### config.mk
export PLATFORM = sky130hd
export DESIGN_NAME = inst_fetch_unit
export DESIGN_NICKNAME = d
export VERILOG_FILES = /design/src/rtl/fetch_pkg.sv /design/src/rtl/fetch_fifo.sv /design/src/rtl/inst_fetch_unit.sv
export SDC_FILE = /design/constraint.sdc
export NUM_CORES = 1
export LEC_CHECK = 0
export ABC_AREA = 1
export CORE_MARGIN = 1.5
export CORE_UTILIZATION = 50
export DETAILED_ROUTE_END_ITERATION = 8
export PLACE_DENSITY = 0.78
export SLEW_MARGIN = 40
export SYNTH_ARGS = -nofsm -noshare
export SYNTH_HDL_FRONTEND = slang
export SYNTH_SLANG_ARGS = --single-unit
export TNS_END_PERCENT = 10
### constraint.sdc
create_clock -name Clk_Core -period 4.81 [get_ports Clk_Core]
set_input_delay 0.481 -clock Clk_Core [delete_from_list [all_inputs] [get_ports Clk_Core]]
set_output_delay 0.481 -clock Clk_Core [all_outputs]
set_load 0.01 [all_outputs]
### src/rtl/fetch_pkg.sv
// -----------------------------------------------------------------------------
// fetch_pkg
// Shared types and constants for the instruction fetch unit.
//   fetch_entry_t : {pc, instr} pair, the 32-bit view of one buffered fetch
//   NOP_INSTR     : instruction presented on Instr while nothing is buffered
//   fetch_state_t : FETCH (normal issue) / FLUSH (draining stale responses)
// -----------------------------------------------------------------------------
package fetch_pkg;

  localparam logic [31:0] NOP_INSTR = 32'h0000_0013;

  typedef struct packed {
    logic [31:0] pc;
    logic [31:0] instr;
  } fetch_entry_t;

  typedef enum logic {
    FETCH = 1'b0,
    FLUSH = 1'b1
  } fetch_state_t;

endpackage

### src/rtl/fetch_fifo.sv
// -----------------------------------------------------------------------------
// fetch_fifo
// Small first-word-fall-through FIFO used both as the in-flight address queue
// and as the instruction buffer of inst_fetch_unit.
// Ports:
//   clk, rst_n  : clock, asynchronous active-low reset
//   clr         : synchronous clear (drops all entries, has priority over push)
//   push        : write push_data; accepted when not full, or full with pop
//   pop         : drop head entry (ignored when empty)
//   pop_data    : head entry (valid when !empty)
//   count       : occupancy 0..DEPTH
//   full, empty : occupancy flags
// DEPTH must be a power of two so the pointers wrap naturally.
// -----------------------------------------------------------------------------
module fetch_fifo #(
  parameter int DEPTH = 4,
  parameter int WIDTH = 64
) (
  input  logic                       clk,
  input  logic                       rst_n,
  input  logic                       clr,
  input  logic                       push,
  input  logic [WIDTH-1:0]           push_data,
  input  logic                       pop,
  output logic [WIDTH-1:0]           pop_data,
  output logic [$clog2(DEPTH):0]     count,
  output logic                       full,
  output logic                       empty
);

  localparam int AW = $clog2(DEPTH);
  localparam int CW = AW + 1;

  logic [WIDTH-1:0] mem_reg [DEPTH];
  logic [AW-1:0]    wr_ptr_reg;
  logic [AW-1:0]    rd_ptr_reg;
  logic [CW-1:0]    count_reg;
  logic             push_ok;
  logic             pop_ok;

  assign full     = (count_reg == CW'(DEPTH));
  assign empty    = (count_reg == '0);
  assign count    = count_reg;
  assign pop_data = mem_reg[rd_ptr_reg];

  // A pop frees the head slot in the same cycle, so a full FIFO can still
  // take a write when it is being read.
  assign pop_ok  = pop & ~empty;
  assign push_ok = push & (~full | pop_ok);

  always_ff @(posedge clk or negedge rst_n) begin
    if (!rst_n) begin
      wr_ptr_reg <= '0;
      rd_ptr_reg <= '0;
      count_reg  <= '0;
    end else if (clr) begin
      wr_ptr_reg <= '0;
      rd_ptr_reg <= '0;
      count_reg  <= '0;
    end else begin
      if (push_ok) wr_ptr_reg <= wr_ptr_reg + AW'(1);
      if (pop_ok)  rd_ptr_reg <= rd_ptr_reg + AW'(1);
      count_reg <= count_reg + CW'(push_ok) - CW'(pop_ok);
    end
  end

  // Storage has no reset; the head is only observed when count is non-zero.
  genvar gi;
  generate
    for (gi = 0; gi < DEPTH; gi++) begin : g_slot
      always_ff @(posedge clk) begin
        if (push_ok && !clr && (wr_ptr_reg == AW'(gi)))
          mem_reg[gi] <= push_data;
      end
    end
  endgenerate

endmodule

### src/rtl/inst_fetch_unit.sv
// -----------------------------------------------------------------------------
// inst_fetch_unit
// Decouples the program counter from instruction memory latency. Requests pass
// straight through to memory while credit is available; accepted addresses are
// queued and paired with in-order responses, then buffered for decode.
// Ports:
//   Clk_Core, Rst_Core_N            : clock, async active-low reset
//   Program_Count/_Valid/_Ready     : fetch request from the PC (stalls on !Ready)
//   Flush                           : redirect, discards buffered/in-flight work
//   Imem_Req_Valid/_Ready, Imem_Addr: memory request channel
//   Imem_Rsp_Valid, Imem_Rsp_Data   : in-order memory response, no backpressure
//   Instr_Valid/_Ready, Instr, Instr_PC : decode-side stream
//   Fetch_Misalign                  : sticky misaligned-PC flag
// Build option: define FETCH_MISALIGN_CHK_EN to enable misalignment checking;
// otherwise Program_Count[1:0] is not inspected and Fetch_Misalign is 0.
// -----------------------------------------------------------------------------
module inst_fetch_unit
  import fetch_pkg::*;
#(
  parameter int DWIDTH      = 32,
  parameter int FETCH_DEPTH = 4
) (
  input  logic              Clk_Core,
  input  logic              Rst_Core_N,
  input  logic [DWIDTH-1:0] Program_Count,
  input  logic              Program_Count_Valid,
  output logic              Program_Count_Ready,
  input  logic              Flush,
  output logic              Imem_Req_Valid,
  input  logic              Imem_Req_Ready,
  output logic [DWIDTH-1:0] Imem_Addr,
  input  logic              Imem_Rsp_Valid,
  input  logic [DWIDTH-1:0] Imem_Rsp_Data,
  output logic              Instr_Valid,
  input  logic              Instr_Ready,
  output logic [DWIDTH-1:0] Instr,
  output logic [DWIDTH-1:0] Instr_PC,
  output logic              Fetch_Misalign
);

  localparam int CW = $clog2(FETCH_DEPTH) + 1;

  fetch_state_t          state_reg;
  logic [CW-1:0]         outstanding;
  logic [CW-1:0]         outstanding_next;
  logic [CW-1:0]         fifo_count;
  logic                  credit;
  logic                  rsp_take;
  logic                  misalign_block;
  logic                  aq_empty;
  logic                  aq_full;
  logic                  iq_empty;
  logic                  iq_full;
  logic [DWIDTH-1:0]     aq_head;
  logic [2*DWIDTH-1:0]   iq_head;

  // Credit covers both in-flight and buffered entries, so every response is
  // guaranteed a slot in the instruction buffer.
  assign credit = ({1'b0, outstanding} + {1'b0, fifo_count}) < (CW+1)'(FETCH_DEPTH);

  assign Imem_Addr           = Program_Count;
  assign Imem_Req_Valid      = Program_Count_Valid & credit & (state_reg == FETCH)
                               & ~Flush & ~misalign_block;
  assign Program_Count_Ready = Imem_Req_Valid & Imem_Req_Ready;

  // Responses with nothing outstanding are stray and are not consumed.
  assign rsp_take         = Imem_Rsp_Valid & ~aq_empty;
  assign outstanding_next = outstanding - CW'(rsp_take);

  fetch_fifo #(
    .DEPTH (FETCH_DEPTH),
    .WIDTH (DWIDTH)
  ) u_addr_q (
    .clk       (Clk_Core),
    .rst_n     (Rst_Core_N),
    .clr       (1'b0),
    .push      (Program_Count_Ready),
    .push_data (Program_Count),
    .pop       (rsp_take),
    .pop_data  (aq_head),
    .count     (outstanding),
    .full      (aq_full),
    .empty     (aq_empty)
  );

  // Responses are buffered only in FETCH and not in the cycle of a redirect;
  // otherwise they belong to the discarded stream.
  fetch_fifo #(
    .DEPTH (FETCH_DEPTH),
    .WIDTH (2*DWIDTH)
  ) u_instr_q (
    .clk       (Clk_Core),
    .rst_n     (Rst_Core_N),
    .clr       (Flush),
    .push      (rsp_take & (state_reg == FETCH) & ~Flush),
    .push_data ({aq_head, Imem_Rsp_Data}),
    .pop       (Instr_Valid & Instr_Ready),
    .pop_data  (iq_head),
    .count     (fifo_count),
    .full      (iq_full),
    .empty     (iq_empty)
  );

  assign Instr_Valid = ~iq_empty;
  assign Instr       = iq_empty ? DWIDTH'(NOP_INSTR) : iq_head[DWIDTH-1:0];
  assign Instr_PC    = iq_empty ? '0 : iq_head[2*DWIDTH-1:DWIDTH];

  // FLUSH lasts until every pre-redirect request has been answered; the
  // decision uses the count after this cycle's response.
  always_ff @(posedge Clk_Core or negedge Rst_Core_N) begin
    if (!Rst_Core_N) begin
      state_reg <= FETCH;
    end else begin
      case (state_reg)
        FETCH: if (Flush && (outstanding_next != '0)) state_reg <= FLUSH;
        FLUSH: if (outstanding_next == '0)            state_reg <= FETCH;
        default:                                      state_reg <= FETCH;
      endcase
    end
  end

`ifdef FETCH_MISALIGN_CHK_EN
  logic misalign_hit;
  logic misalign_reg;

  assign misalign_hit   = Program_Count_Valid & (Program_Count[1:0] != 2'b00);
  assign misalign_block = misalign_hit | misalign_reg;
  assign Fetch_Misalign = misalign_reg;

  // Sticky until the redirect that replaces the faulting PC.
  always_ff @(posedge Clk_Core or negedge Rst_Core_N) begin
    if (!Rst_Core_N) begin
      misalign_reg <= 1'b0;
    end else if (Flush) begin
      misalign_reg <= 1'b0;
    end else if (misalign_hit && (state_reg == FETCH)) begin
      misalign_reg <= 1'b1;
    end
  end
`else
  assign misalign_block = 1'b0;
  assign Fetch_Misalign = 1'b0;
`endif

  logic unused_flags;
  assign unused_flags = &{1'b0, aq_full, iq_full};

endmodule

== Word-level counts from Yosys, hierarchy flattened ==
Memories as Yosys holds them, arrays and structs flattened.
Index checks and enable logic that the tools add are counted.

* Flip-flop bits (word level): 15
* Bits in writable memories: 384
* Input bits: 71
* Word-level logic and storage cells: 117
* Memories: 2

{| class="wikitable"
|+ Memories
! name !! words !! width !! rd ports !! clocked after memory_dff !! write ports !! RTL line !! RTL
|-
| u_instr_q.mem_reg || 4 || 64 || 1 || 0 || 1 || fetch_fifo.sv:34 || <nowiki>logic [WIDTH-1:0] mem_reg [DEPTH];</nowiki>
|-
| u_addr_q.mem_reg || 4 || 32 || 1 || 0 || 1 || fetch_fifo.sv:34 ||
|}

* Add/subtract/negate cells: 10
* Magnitude comparators: 1
* Equality and inequality tests: 8
* Muxes and demuxes: 44
* Bitwise operators: 20
* Reduce and logical (&&, ||, !) cells: 25

{| class="wikitable"
|+ Operators with widths
! operator !! number
|-
| 64-bit 2-to-1 mux || 3
|-
| 64-bit OR reduction || 3
|-
| 32-bit 2-to-1 mux || 5
|-
| 32-bit OR reduction || 3
|-
| 1-bit 2-to-1 mux || 24
|-
| 2-bit 2-to-1 mux || 10
|-
| 1-bit bitwise AND || 12
|-
| 1-bit logical AND || 10
|-
| 3-bit zero test || 3
|-
| 3-bit by 1-bit subtractor with 3-bit output || 3
|-
| 2-bit by 1-bit adder with 2-bit output (second input constant) || 4
|-
| 2-bit equality test (second input constant) || 4
|-
| 3-bit by 1-bit adder with 3-bit output || 2
|-
| 3-bit equality test (second input constant) || 2
|-
| 1-bit inverter || 6
|-
| 3-bit by 3-bit adder with 4-bit output || 1
|-
| 2-bit by 1-bit equality test with 1-bit output (second input constant) || 2
|-
| 2-bit zero test || 2
|-
| 4-bit by 3-bit less-than comparator with 1-bit output (second input constant) || 1
|-
| 2-bit nonzero test || 2
|-
| 3-bit 2-to-1 mux || 1
|-
| 3-bit nonzero test || 1
|-
| 1-bit OR || 2
|-
| 1-bit case mux with 2 select lines || 1
|-
| 1-bit zero test || 1
|}

== Logic depth before layout (Yosys ltp) ==
Gate-level depths: netlist of run 1.

* Word-level depth: 14
* Depth in mapped cells: 11
* Mapped depth without buffers: 11

== Cells and area by module ==
From an unflattened synthesis of run 1, not the netlist that was laid out.

* Cell total of the unflattened synthesis: 1,254
* Area total of the unflattened synthesis: 16,245.6 um^2

{| class="wikitable"
|+ By module, submodules not included
! module !! instances !! cells an instance !! area an instance (um^2) !! seq. area each (um^2)
|-
| fetch_fifo at u_instr_q || 1 || 681 || 10,032.1 || 7,862.5
|-
| fetch_fifo at u_addr_q || 1 || 373 || 5,240.0 || 4,018.9
|-
| inst_fetch_unit || 1 || 200 || 973.4 || 25.0
|}

== Worst setup path before layout of run 1 ==
No wires, ideal clock.

* Path kind: input -> register
* Start point: in Flush
* End point: mem u_instr_q.mem_reg[0][0] (enable)
* Setup time: 0.486 ns
* Data arrival time: 3.602 ns
* Data required time: 4.324 ns
* Setup slack: 0.721 ns
* Stages: 5
* Path buffers: 0
* Cell sequence: inv_1 > nand2_1 > a21oi_1 > nand2_1 > nor2_1

* Word-level cells in the longest chain between the ends: 11

{| class="wikitable"
|+ Ends and longest elaborated chain
! what !! RTL line !! RTL
|-
| from (decl) || inst_fetch_unit.sv:28 || <nowiki>input logic Flush,</nowiki>
|-
| 1-bit inverter || inst_fetch_unit.sv:95 || <nowiki>.push (rsp_take & (state_reg == FETCH) & ~Flush),</nowiki>
|-
| 1-bit bitwise AND || inst_fetch_unit.sv:95 ||
|-
| 1-bit bitwise AND || fetch_fifo.sv:49 || <nowiki>assign push_ok = push & (~full | pop_ok);</nowiki>
|-
| 1-bit logical AND (*) || fetch_fifo.sv:72 || <nowiki>if (push_ok && !clr && (wr_ptr_reg == AW'(gi)))</nowiki>
|-
| 1-bit logical AND || fetch_fifo.sv:72 ||
|-
| 1-bit 2-to-1 mux || fetch_fifo.sv:72 ||
|-
| 1-bit 2-to-1 mux (implied by the code) || fetch_fifo.sv:73 || <nowiki>mem_reg[gi] <= push_data;</nowiki>
|-
| 64-bit OR reduction (no line) || -- ||
|-
| 2-bit 2-to-1 mux (no line) / 1-bit 2-to-1 mux (equally long branches) (3 in series) || -- ||
|-
| to (decl) || fetch_fifo.sv:34 ||
|}

Mark *: on every way between the ends. The rest lies on a longest branch, timed or not.

== Worst setup path after layout of run 1 ==
* Start point: reg u_instr_q.rd_ptr_reg[0]
* End point: out Instr_PC[19]

* Word-level cells in the longest chain between the ends: 2

{| class="wikitable"
|+ Ends and longest elaborated chain
! what !! RTL line !! RTL
|-
| from (decl) || fetch_fifo.sv:36 || <nowiki>logic [AW-1:0] rd_ptr_reg;</nowiki>
|-
| from (signal assigned) || fetch_fifo.sv:62 || <nowiki>if (pop_ok) rd_ptr_reg <= rd_ptr_reg + AW'(1);</nowiki>
|-
| memory 4 x 64 bit || -- ||
|-
| 32-bit 2-to-1 mux || inst_fetch_unit.sv:106 || <nowiki>assign Instr_PC = iq_empty ? '0 : iq_head[2*DWIDTH-1:DWIDTH];</nowiki>
|-
| to (decl) || inst_fetch_unit.sv:37 || <nowiki>output logic [DWIDTH-1:0] Instr_PC,</nowiki>
|}

No other way between the ends.

==> results of run 1 <==
-- layout by cell type (no fill, tap or decap), types with 4 or more instances in the layout --
cell / n
a21oi_1: 69
buf_12: 4
buf_4: 10
bufinv_16: 4
clkbuf_1: 6
clkbuf_16: 38
clkdlybuf4s50_1: 169
clkinv_1: 12
clkinv_2: 5
dfrtp_1: 12
edfxtp_1: 384
ha_1: 15
inv_1: 34
nand2_1: 33
nand3_1: 6
nor2_1: 328
nor2_4: 9
o21ai_0: 186
o21ai_1: 7
o22ai_1: 32
-- cell type report --
class	instances	area, um2	share of cell area
flip-flops and latches	399	11910	0.6257
multi-input cells	697	3293	0.1730
repair buffers	189	1971	0.1035
clock buffers	44	973.4	0.05113
well taps	402	503.0	0.02642
clock inverters	25	236.5	0.01242
inverters	38	148.9	0.007821
-- logic make-up after synthesis --
group	after synthesis	share of synthesized area
AO/OA/AOI/OAI	294	0.09534
XOR/XNOR	3	0.001658
adder cells (fa/ha/maj)	17	0.01436
buffers and inverters	139	0.04530
flip-flops	399	0.7511
other	1	0.0002366
AND/OR/NAND/NOR	382	0.09203
-- stage by stage --
stage / worst slack [ps] / power, W / cell area (um2) / std cells / hold slack [ps]
finish: 1105 / 0.01040 / 19040 / 1794 / 372.7
global route: 942.3 / 0.01093 / 19040 / 1794 / 427.6
CTS: 989.5 / 0.01044 / 19000 / 1792 / 383.0
detailed placement: 1527 / 0.007560 / 17790 / 1723 / 542.5
global placement: 1624 / 0.007457 / 17670 / 1718 / 518.6
floorplan: 721.3 / 0.006137 / 15850 / 1235 / 185.4
-- power groups by stage --
stage | combinational [W] | clock, W | sequential (W)
final | 0.00325 | 0.00289 | 0.00426
after global routing | 0.00357 | 0.00308 | 0.00427
after CTS | 0.00320 | 0.00293 | 0.00430
after detailed placement | 0.00319 | 0 | 0.00437
after global placement | 0.00309 | 0 | 0.00436
after floorplan | 0.00185 | 0 | 0.00429
-- routing by layer --
metal	wire (um)	vias up	share of wire	global-route usage
met3	1604	49	0.050	0.02943
met4	751	0	0.024	0.05867
met5	0	-	0	0
met1	13730	4654	0.43	0.2564
li1	-	4613	-	-
met2	15680	312	0.49	0.3384
-- worst max path at each step --
| stage | endpoint |
|---|---|
| after global routing | Instr_PC[19] |
| after CTS | Instr_PC[18] |
| after detailed placement | Instr_PC[19] |
| final | Instr_PC[19] |
| after floorplan | u_instr_q.mem_reg[0][0] |
| after global placement | Instr_PC[0] |
==> results.py, run 1 <==
metrics = {
    "critical_path": {
        "max_stage_delay_ps": 650,
        "path_cells": "buf_12, clkinv_2, buf_4, buf_12, o21ai_0, a21oi_1, clkdlybuf4s50_1",
        "cp_max_fo": 47,
        "r2r-start": "u_instr_q.count[1]",
        "critPathTopFamily": "buffers and inverters",
        "rr_worst_depth": 11,
        "crit_path_end_kind": "primary output",
        "rrSetupSlack_ps": 1900,
        "r2r-end": "u_instr_q.count[2]",
        "startpoint": "u_instr_q.rd_ptr_reg[0]",
        "cp.depth": 7,
        "critPathKind": "flip-flop to primary output",
        "cpMaxStageDelayCell": "dfrtp_4",
        "crit_buf_inv": 5,
        "cp.required_ps": 4330,
        "path_common_cell": "buf_12",
        "cp-start-kind": "flip-flop",
        "cp.arrival_ps": 3220,
    },
    "logic_synthesis": {
        "netlist_area_um2": 15850,
        "async_flop_share": 0.03759,
        "yosysTopAreaCellShare": 0.7274,
        "ys.flop_type": "edfxtp_1",
        "synth_nets": 1323,
        "yosys_warnings": 0,
        "yosys-top-cells-area": "edfxtp_1, nor2_1, o21ai_0",
        "ys_types": 24,
        "seq_area_frac_synth": 0.7511,
        "syn_area_per_cell_um2": 12.84,
        "syn_inst": 1235,
        "synth.ff_latch_count": 399,
        "synth_largest_area_cell": "edfxtp_1",
        "synth-edff-count": 384,
        "synth.most_common_cell": "edfxtp_1",
        "yosys-top-cells-count": "edfxtp_1, nor2_1, o21ai_0, a21oi_1, buf_4",
    },
    "detailed_routing": {
        "wl_per_cell_um": 17.71,
        "vias_per_cell": 5.367,
        "drt-pass1-iter-count": 5,
        "postRouteAntennaNets": 0,
        "vias": 9628,
        "route.detailed.drc": 0,
        "drtIter0Drc": 897,
        "routed_wl_mm": 31.77,
    },
    "sta": {
        "slew_violations": 0,
        "setup_viol": 0,
        "fmax_ghz": 0.2699,
        "setup_tns_ps": 0,
        "tightest_slew_ps": 828.3,
        "worst_clock_skew_ps": 26.01,
        "finalHoldViolCount": 0,
        "period_share": 0.7703,
        "rsz0062_at_grt": "no",
        "slew_headroom": 0.4478,
        "min_period_ps": 3705,
    },
    "power": {
        "p_int_w": 0.007088,
        "ir_worst_vdd_mv": 0.3508,
        "clkPwrFrac": 0.278,
        "seq_power_share": 0.410,
        "combPwrFrac": 0.313,
        "power_density_nw_per_um2": 546.2,
        "p_switching_w": 0.003311,
        "p_sw_frac": 0.3184,
        "p_leak_nw": 6.425,
    },
    "final_layout": {
        "layout-area-overhead-vs-synth_pct": 20.09,
        "largest_reg_flops": 256,
        "n_antenna_cell": 0,
        "final_core_util": 0.6065,
        "layout-drive-gt1-share": 0.06250,
        "fin_nets": 1451,
        "n_fill_cell": 2282,
    },
    "global_route": {
        "track_usage": 0.1953,
        "antenna_found_initial": 0,
        "grt_pass1_wl_mm": 49.98,
        "grt_max_degree": 89,
        "overflow": 0,
        "grt_pass1_vias": 9529,
    },
    "clocking": {
        "post_cts_buffers": 0,
        "clock_latency_ps": 530,
        "cts_tree": "built",
        "cts.clk_slew.worst_paths_ps": 60,
        "cts_resized": 0,
        "hold_buffers": 0,
        "clk_path_buf_depth": 3,
        "root_buffer": "clkbuf_16",
        "clkSinkCount": 399,
        "cts_made_buffers": 38,
        "htreeDepth": 2,
    },
    "placed_design": {
        "hpwl_mm": 18.38,
        "gp_congestion": 0.7432,
        "port-buffer-count": 169,
    },
    "status": {
        "outcome": "completed",
    },
    "floorplanning": {
        "die_y_um": 181.1,
        "start_util": 0.5050,
        "num_io_pins": 171,
        "rows": 65,
        "die_w_um": 181.1,
        "dieArea_um2": 32780,
        "core_um2": 31390,
    },
    "worst_hold_path": {
        "hold_class": "input port to asynchronous set/reset pin",
    },
    "flow_run": {
        "maxCapViolCount": 0,
    },
}
No activity file was read; power rests on OpenSTA's default activity.
==> run 2, diff against run 1 <==
PLACE_DENSITY = 0.81   (was 0.78)
clock period = 3.16 ns   (was 4.81 ns; I/O delays follow)
==> run 2 against run 1 <==
Hold slack worse by 160 ps; clock skew grew 1.1 ps; critical path depth shrank 1; sequential share of layout area is 0.42 points lower; die area stayed put; cell area grew 0.68%; routed wire length up 1.9%; largest cell class unchanged.
==> results.py, run 2 (synthesized netlist as in run 1, its figures left out) <==
metrics = {
    "critical_path": {
        "cp.required_ps": 2840,
        "crit_path_end_kind": "primary output",
        "cp_max_fo": 129,
        "critPathKind": "flip-flop to primary output",
        "cp-start-kind": "flip-flop",
        "critPathTopFamily": "buffers and inverters",
        "path_cells": "buf_16, nor2_1, nor2_1, o21ai_1, a21oi_1, clkdlybuf4s50_1",
        "cp.arrival_ps": 2600,
        "max_stage_delay_ps": 600,
        "rr_worst_depth": 11,
        "cpMaxStageDelayCell": "clkdlybuf4s50_1",
        "cp.depth": 6,
        "path_common_cell": "nor2_1",
        "crit_buf_inv": 2,
    },
    "final_layout": {
        "n_fill_cell": 2329,
        "n_antenna_cell": 0,
        "stdcell_count": 1802,
        "largest_reg_flops": 256,
        "layout_common_cells": "edfxtp_1, nor2_1, o21ai_0, clkdlybuf4s50_1, a21oi_1",
        "layout-drive-gt1-share": 0.07143,
        "fin_nets": 1457,
        "final_common_cell": "edfxtp_1",
        "layout-area-overhead-vs-synth_pct": 20.92,
    },
    "worst_hold_path": {
        "hold_class": "input port to asynchronous set/reset pin",
    },
    "detailed_routing": {
        "wl_per_cell_um": 17.96,
        "drtIter0Drc": 752,
        "vias_per_cell": 5.391,
        "postRouteAntennaNets": 0,
        "drt-pass1-iter-count": 5,
        "routed_wl_mm": 32.36,
        "vias": 9715,
        "route.detailed.drc": 0,
    },
    "sta": {
        "min_period_ps": 2915,
        "finalHoldViolCount": 0,
        "tightest_slew_ps": 849.1,
        "setup_viol": 0,
        "period_share": 0.9225,
        "rsz0062_at_grt": "no",
        "whs_ps": 216.2,
        "fmax_ghz": 0.3430,
        "slew_violations": 0,
        "slew_headroom": 0.4333,
        "worst_clock_skew_ps": 27.16,
    },
    "power": {
        "combPwrFrac": 0.317,
        "seq_power_share": 0.400,
        "p_switching_w": 0.005113,
        "p_leak_nw": 6.489,
        "p_int_w": 0.01100,
        "ir_worst_vdd_mv": 0.5897,
        "clkPwrFrac": 0.283,
        "p_sw_frac": 0.3174,
        "power_density_nw_per_um2": 840.4,
    },
    "clocking": {
        "cts_resized": 0,
        "clk_path_buf_depth": 3,
        "root_buffer": "clkbuf_16",
        "post_cts_buffers": 0,
        "hold_buffers": 0,
        "cts.clk_slew.worst_paths_ps": 70,
        "htreeDepth": 2,
        "clock_latency_ps": 530,
        "cts_made_buffers": 40,
        "clkSinkCount": 399,
        "cts_tree": "built",
    },
    "global_route": {
        "antenna_found_initial": 0,
        "grt_max_degree": 130,
        "grt_pass1_wl_mm": 49.99,
        "overflow": 0,
        "grt_pass1_vias": 9608,
        "track_usage": 0.1967,
    },
    "placed_design": {
        "placed_cells": 1729,
        "gp_congestion": 0.7760,
        "hpwl_mm": 18.31,
        "port-buffer-count": 169,
    },
    "floorplanning": {
        "rows": 65,
        "dieArea_um2": 32780,
        "core_um2": 31390,
        "die_y_um": 181.1,
        "start_util": 0.5050,
        "num_io_pins": 171,
        "die_w_um": 181.1,
    },
    "flow_run": {
        "maxCapViolCount": 0,
    },
    "status": {
        "outcome": "completed",
    },
}
-- run 2: layout make-up --
cell class                 instances  area (um2)  area share
clock buffer                      44        1037     0.05411
clock inverter                    29       249.0     0.01299
timing repair buffer             193        2029      0.1059
sequential                       399       11910      0.6215
tap                              402       503.0     0.02624
multi-input combinational        697        3293      0.1718
inverter                          38       143.9    0.007507
-- run 2: worst paths after layout --
kind | startpoint | end | slack [ps]
worst min-delay path | Rst_Core_N | u_addr_q.count[0] | 220
max in group asynchronous | Rst_Core_N | u_instr_q.rd_ptr_reg[0] | 2410
worst max-delay path | u_instr_q.rd_ptr_reg[0] | Instr_PC[8] | 240
worst max register to register | u_instr_q.count[1] | u_instr_q.count[2] | 870
worst min register to register | u_addr_q.wr_ptr_reg[0] | u_addr_q.wr_ptr_reg[0] | 550
min in group Clk_Core | Imem_Rsp_Data[10] | u_instr_q.mem_reg[0][10] | 430
-- run 2: power by group through the flow --
stage | registers, W | clock network (W) | logic, W
after global placement | 0.00654 | 0 | 0.00496
after CTS | 0.00644 | 0.00465 | 0.00512
after floorplan | 0.00653 | 0 | 0.00282
after detailed placement | 0.00655 | 0 | 0.00509
final | 0.00644 | 0.00457 | 0.00510
after global routing | 0.00646 | 0.00486 | 0.00558
-- run 2: metrics by stage --
step / cell area (um2) / power (W) / TNS [ps] / setup slack (ps) / utilization
floorplan: 15850 / 0.009342 / -200580 / -783.5 / -
global placement: 17870 / 0.01150 / 0 / 710.3 / 0.5694
detailed placement: 17870 / 0.01164 / 0 / 669.6 / 0.5694
CTS: 19160 / 0.01622 / 0 / 166.7 / 0.6104
global route: 19170 / 0.01689 / 0 / 25.46 / 0.6106
finish: 19170 / 0.01611 / 0 / 244.9 / 0.6106
-- run 2: routing by layer --
metal / vias up / share of wire / track usage
met4: 0 / 0.031 / 0.08200
met3: 68 / 0.055 / 0.02882
li1: 4638 / - / -
met5: - / 0 / 0
met2: 359 / 0.51 / 0.3463
met1: 4650 / 0.40 / 0.2443
-- run 2: worst reg2reg max path, stage by stage (launching register included) --
cell,delay [ps]
dfrtp_1,450
inv_1,70
nand2_1,140
nor2_4,60
nor2_1,210
ha_1,290
inv_1,60
ha_1,140
inv_1,50
fa_1,400
and3_1,180
nor3_1,160
==> run 3, diff against run 2 <==
PLACE_DENSITY = 0.78   (was 0.81)
REMOVE_ABC_BUFFERS = 1   (was unset)
clock period = 2.9 ns   (was 3.16 ns; I/O delays follow)
==> run 3 against run 2 <==
Routed wire length rose by 5.5%; cell area up 0.39%; global-route usage rose by 1.3 points; via count increased by 2.3%; clock-buffer cell count increased by 6; register-to-register slack worse by 150 ps; power is 9.0% higher; flip-flop and latch count unchanged; sequential power is 9.0% higher; clock skew decreased by 5.7 ps; core utilization is 0.24 points higher; critical path type unchanged.
==> results.py, run 3 (synthesized netlist as in run 1, its figures left out) <==
metrics = {
    "floorplanning": {
        "core_um2": 31390,
        "rows": 65,
        "num_io_pins": 171,
        "start_util": 0.5050,
        "die_y_um": 181.1,
        "die_w_um": 181.1,
        "dieArea_um2": 32780,
    },
    "global_route": {
        "antenna_found_initial": 0,
        "grt_max_degree": 101,
        "grt_pass1_wl_mm": 53.66,
        "grt_pass1_vias": 10115,
        "overflow": 0,
        "track_usage": 0.2098,
    },
    "detailed_routing": {
        "route.detailed.drc": 0,
        "routed_wl_mm": 34.15,
        "drtIter0Drc": 924,
        "wl_per_cell_um": 18.82,
        "postRouteAntennaNets": 0,
        "drt-pass1-iter-count": 5,
        "vias_per_cell": 5.478,
        "vias": 9942,
    },
    "sta": {
        "worst_clock_skew_ps": 21.50,
        "rsz0062_at_grt": "yes",
        "min_period_ps": 2809,
        "tightest_slew_ps": 728.2,
        "whs_ps": 210.9,
        "setup_slack_ps": 91.32,
        "slew_headroom": 0.5140,
        "setup_tns_ps": 0,
        "fmax_ghz": 0.3560,
        "period_share": 0.9685,
        "setup_viol": 0,
        "finalHoldViolCount": 0,
        "slew_violations": 0,
    },
    "critical_path": {
        "cp.arrival_ps": 2520,
        "cp_max_fo": 60,
        "cp.required_ps": 2610,
        "critPathKind": "flip-flop to primary output",
        "crit_path_end_kind": "primary output",
        "rr_worst_depth": 11,
        "cp-start-kind": "flip-flop",
    },
    "final_layout": {
        "n_antenna_cell": 0,
        "final_common_cell": "edfxtp_1",
        "layout_common_cells": "edfxtp_1, nor2_1, o21ai_0, clkdlybuf4s50_1, a21oi_1",
        "layout-area-overhead-vs-synth_pct": 21.38,
        "layout-drive-gt1-share": 0.07502,
        "fin_area_um2": 19240,
        "largest_reg_flops": 256,
        "fin_nets": 1470,
    },
    "status": {
        "outcome": "completed",
    },
    "power": {
        "fin_total_pwr_w": 0.01757,
        "power_density_nw_per_um2": 912.9,
        "p_leak_nw": 6.600,
        "ir_worst_vdd_mv": 0.5437,
    },
    "clocking": {
        "cts_made_buffers": 41,
        "htreeDepth": 2,
        "clock_latency_ps": 540,
        "clk_path_buf_depth": 3,
        "cts.clk_slew.worst_paths_ps": 60,
        "clkSinkCount": 399,
        "cts_tree": "built",
        "root_buffer": "clkbuf_16",
    },
    "placed_design": {
        "hpwl_mm": 19.69,
        "gp_congestion": 0.7457,
        "place_ws_ps": 474.5,
        "dpl_cell_area_um2": 17930,
        "port-buffer-count": 169,
    },
    "flow_run": {
        "maxCapViolCount": 0,
    },
    "worst_hold_path": {
        "hold_class": "input port to asynchronous set/reset pin",
    },
}
==> run 3: cell type report <==
type	instances	area (um2)
Inverter	38	145.1
Timing Repair Buffer	205	2110
Fill cell	2324	12150
Clock inverter	24	219.0
Tap cell	402	503.0
Multi-Input combinational cell	697	3293
Sequential cell	399	11910
Clock buffer	50	1060
==> run 3: what timing repair did <==
action                                  in CTS  in global routing
hold endpoints to repair                     0                 15
hold buffers                                 0                  1
endpoints found under the setup margin       0                 18
gates resized for setup                      0                  8
setup buffers                                0                  0
==> run 3: path summary, 6_finish.rpt <==
kind | from | end | slack (ps)
min in group Clk_Core | Imem_Rsp_Data[21] | u_instr_q.mem_reg[3][21] | 410
max in group asynchronous | Rst_Core_N | u_instr_q.rd_ptr_reg[0] | 2370
setup reg to reg | u_instr_q.count[1] | u_instr_q.count[2] | 720
setup / recovery | u_instr_q.rd_ptr_reg[0] | Instr_PC[7] | 90
hold reg to reg | u_addr_q.wr_ptr_reg[1] | u_addr_q.wr_ptr_reg[1] | 530
hold / removal | Rst_Core_N | u_instr_q.count[2] | 210
==> run 3: critical path, stage by stage (launching register included) <==
cell             delay, ps
dfrtp_4                510
inv_4                  180
buf_12                 250
o21ai_0                160
a21oi_1                250
clkdlybuf4s50_1        590
==> run 3: report_power, final <==
group | leakage (nW) | total, W | switching, W | internal (W)
clock | 0.627 | 0.00501 | 0.00212 | 0.00289
sequential | 3.64 | 0.00702 | 0.000113 | 0.00691
combinational | 2.33 | 0.00554 | 0.00336 | 0.00217
==> run 3: metrics by stage <==
step                utilization  std cells
CTS                      0.6120       1814
global route             0.6130       1815
finish                   0.6130       1815
global placement         0.5712       1740
floorplan                     -       1134
detailed placement       0.5712       1740
==> run 3: layer usage <==
metal,GRT usage,routed length [um],vias to the layer above,share of wire
met3,0.03064,1986,53,0.058
li1,-,-,4656,-
met4,0.05267,539,0,0.016
met1,0.2686,14000,4908,0.41
met2,0.3767,17620,325,0.52
met5,0,0,-,0
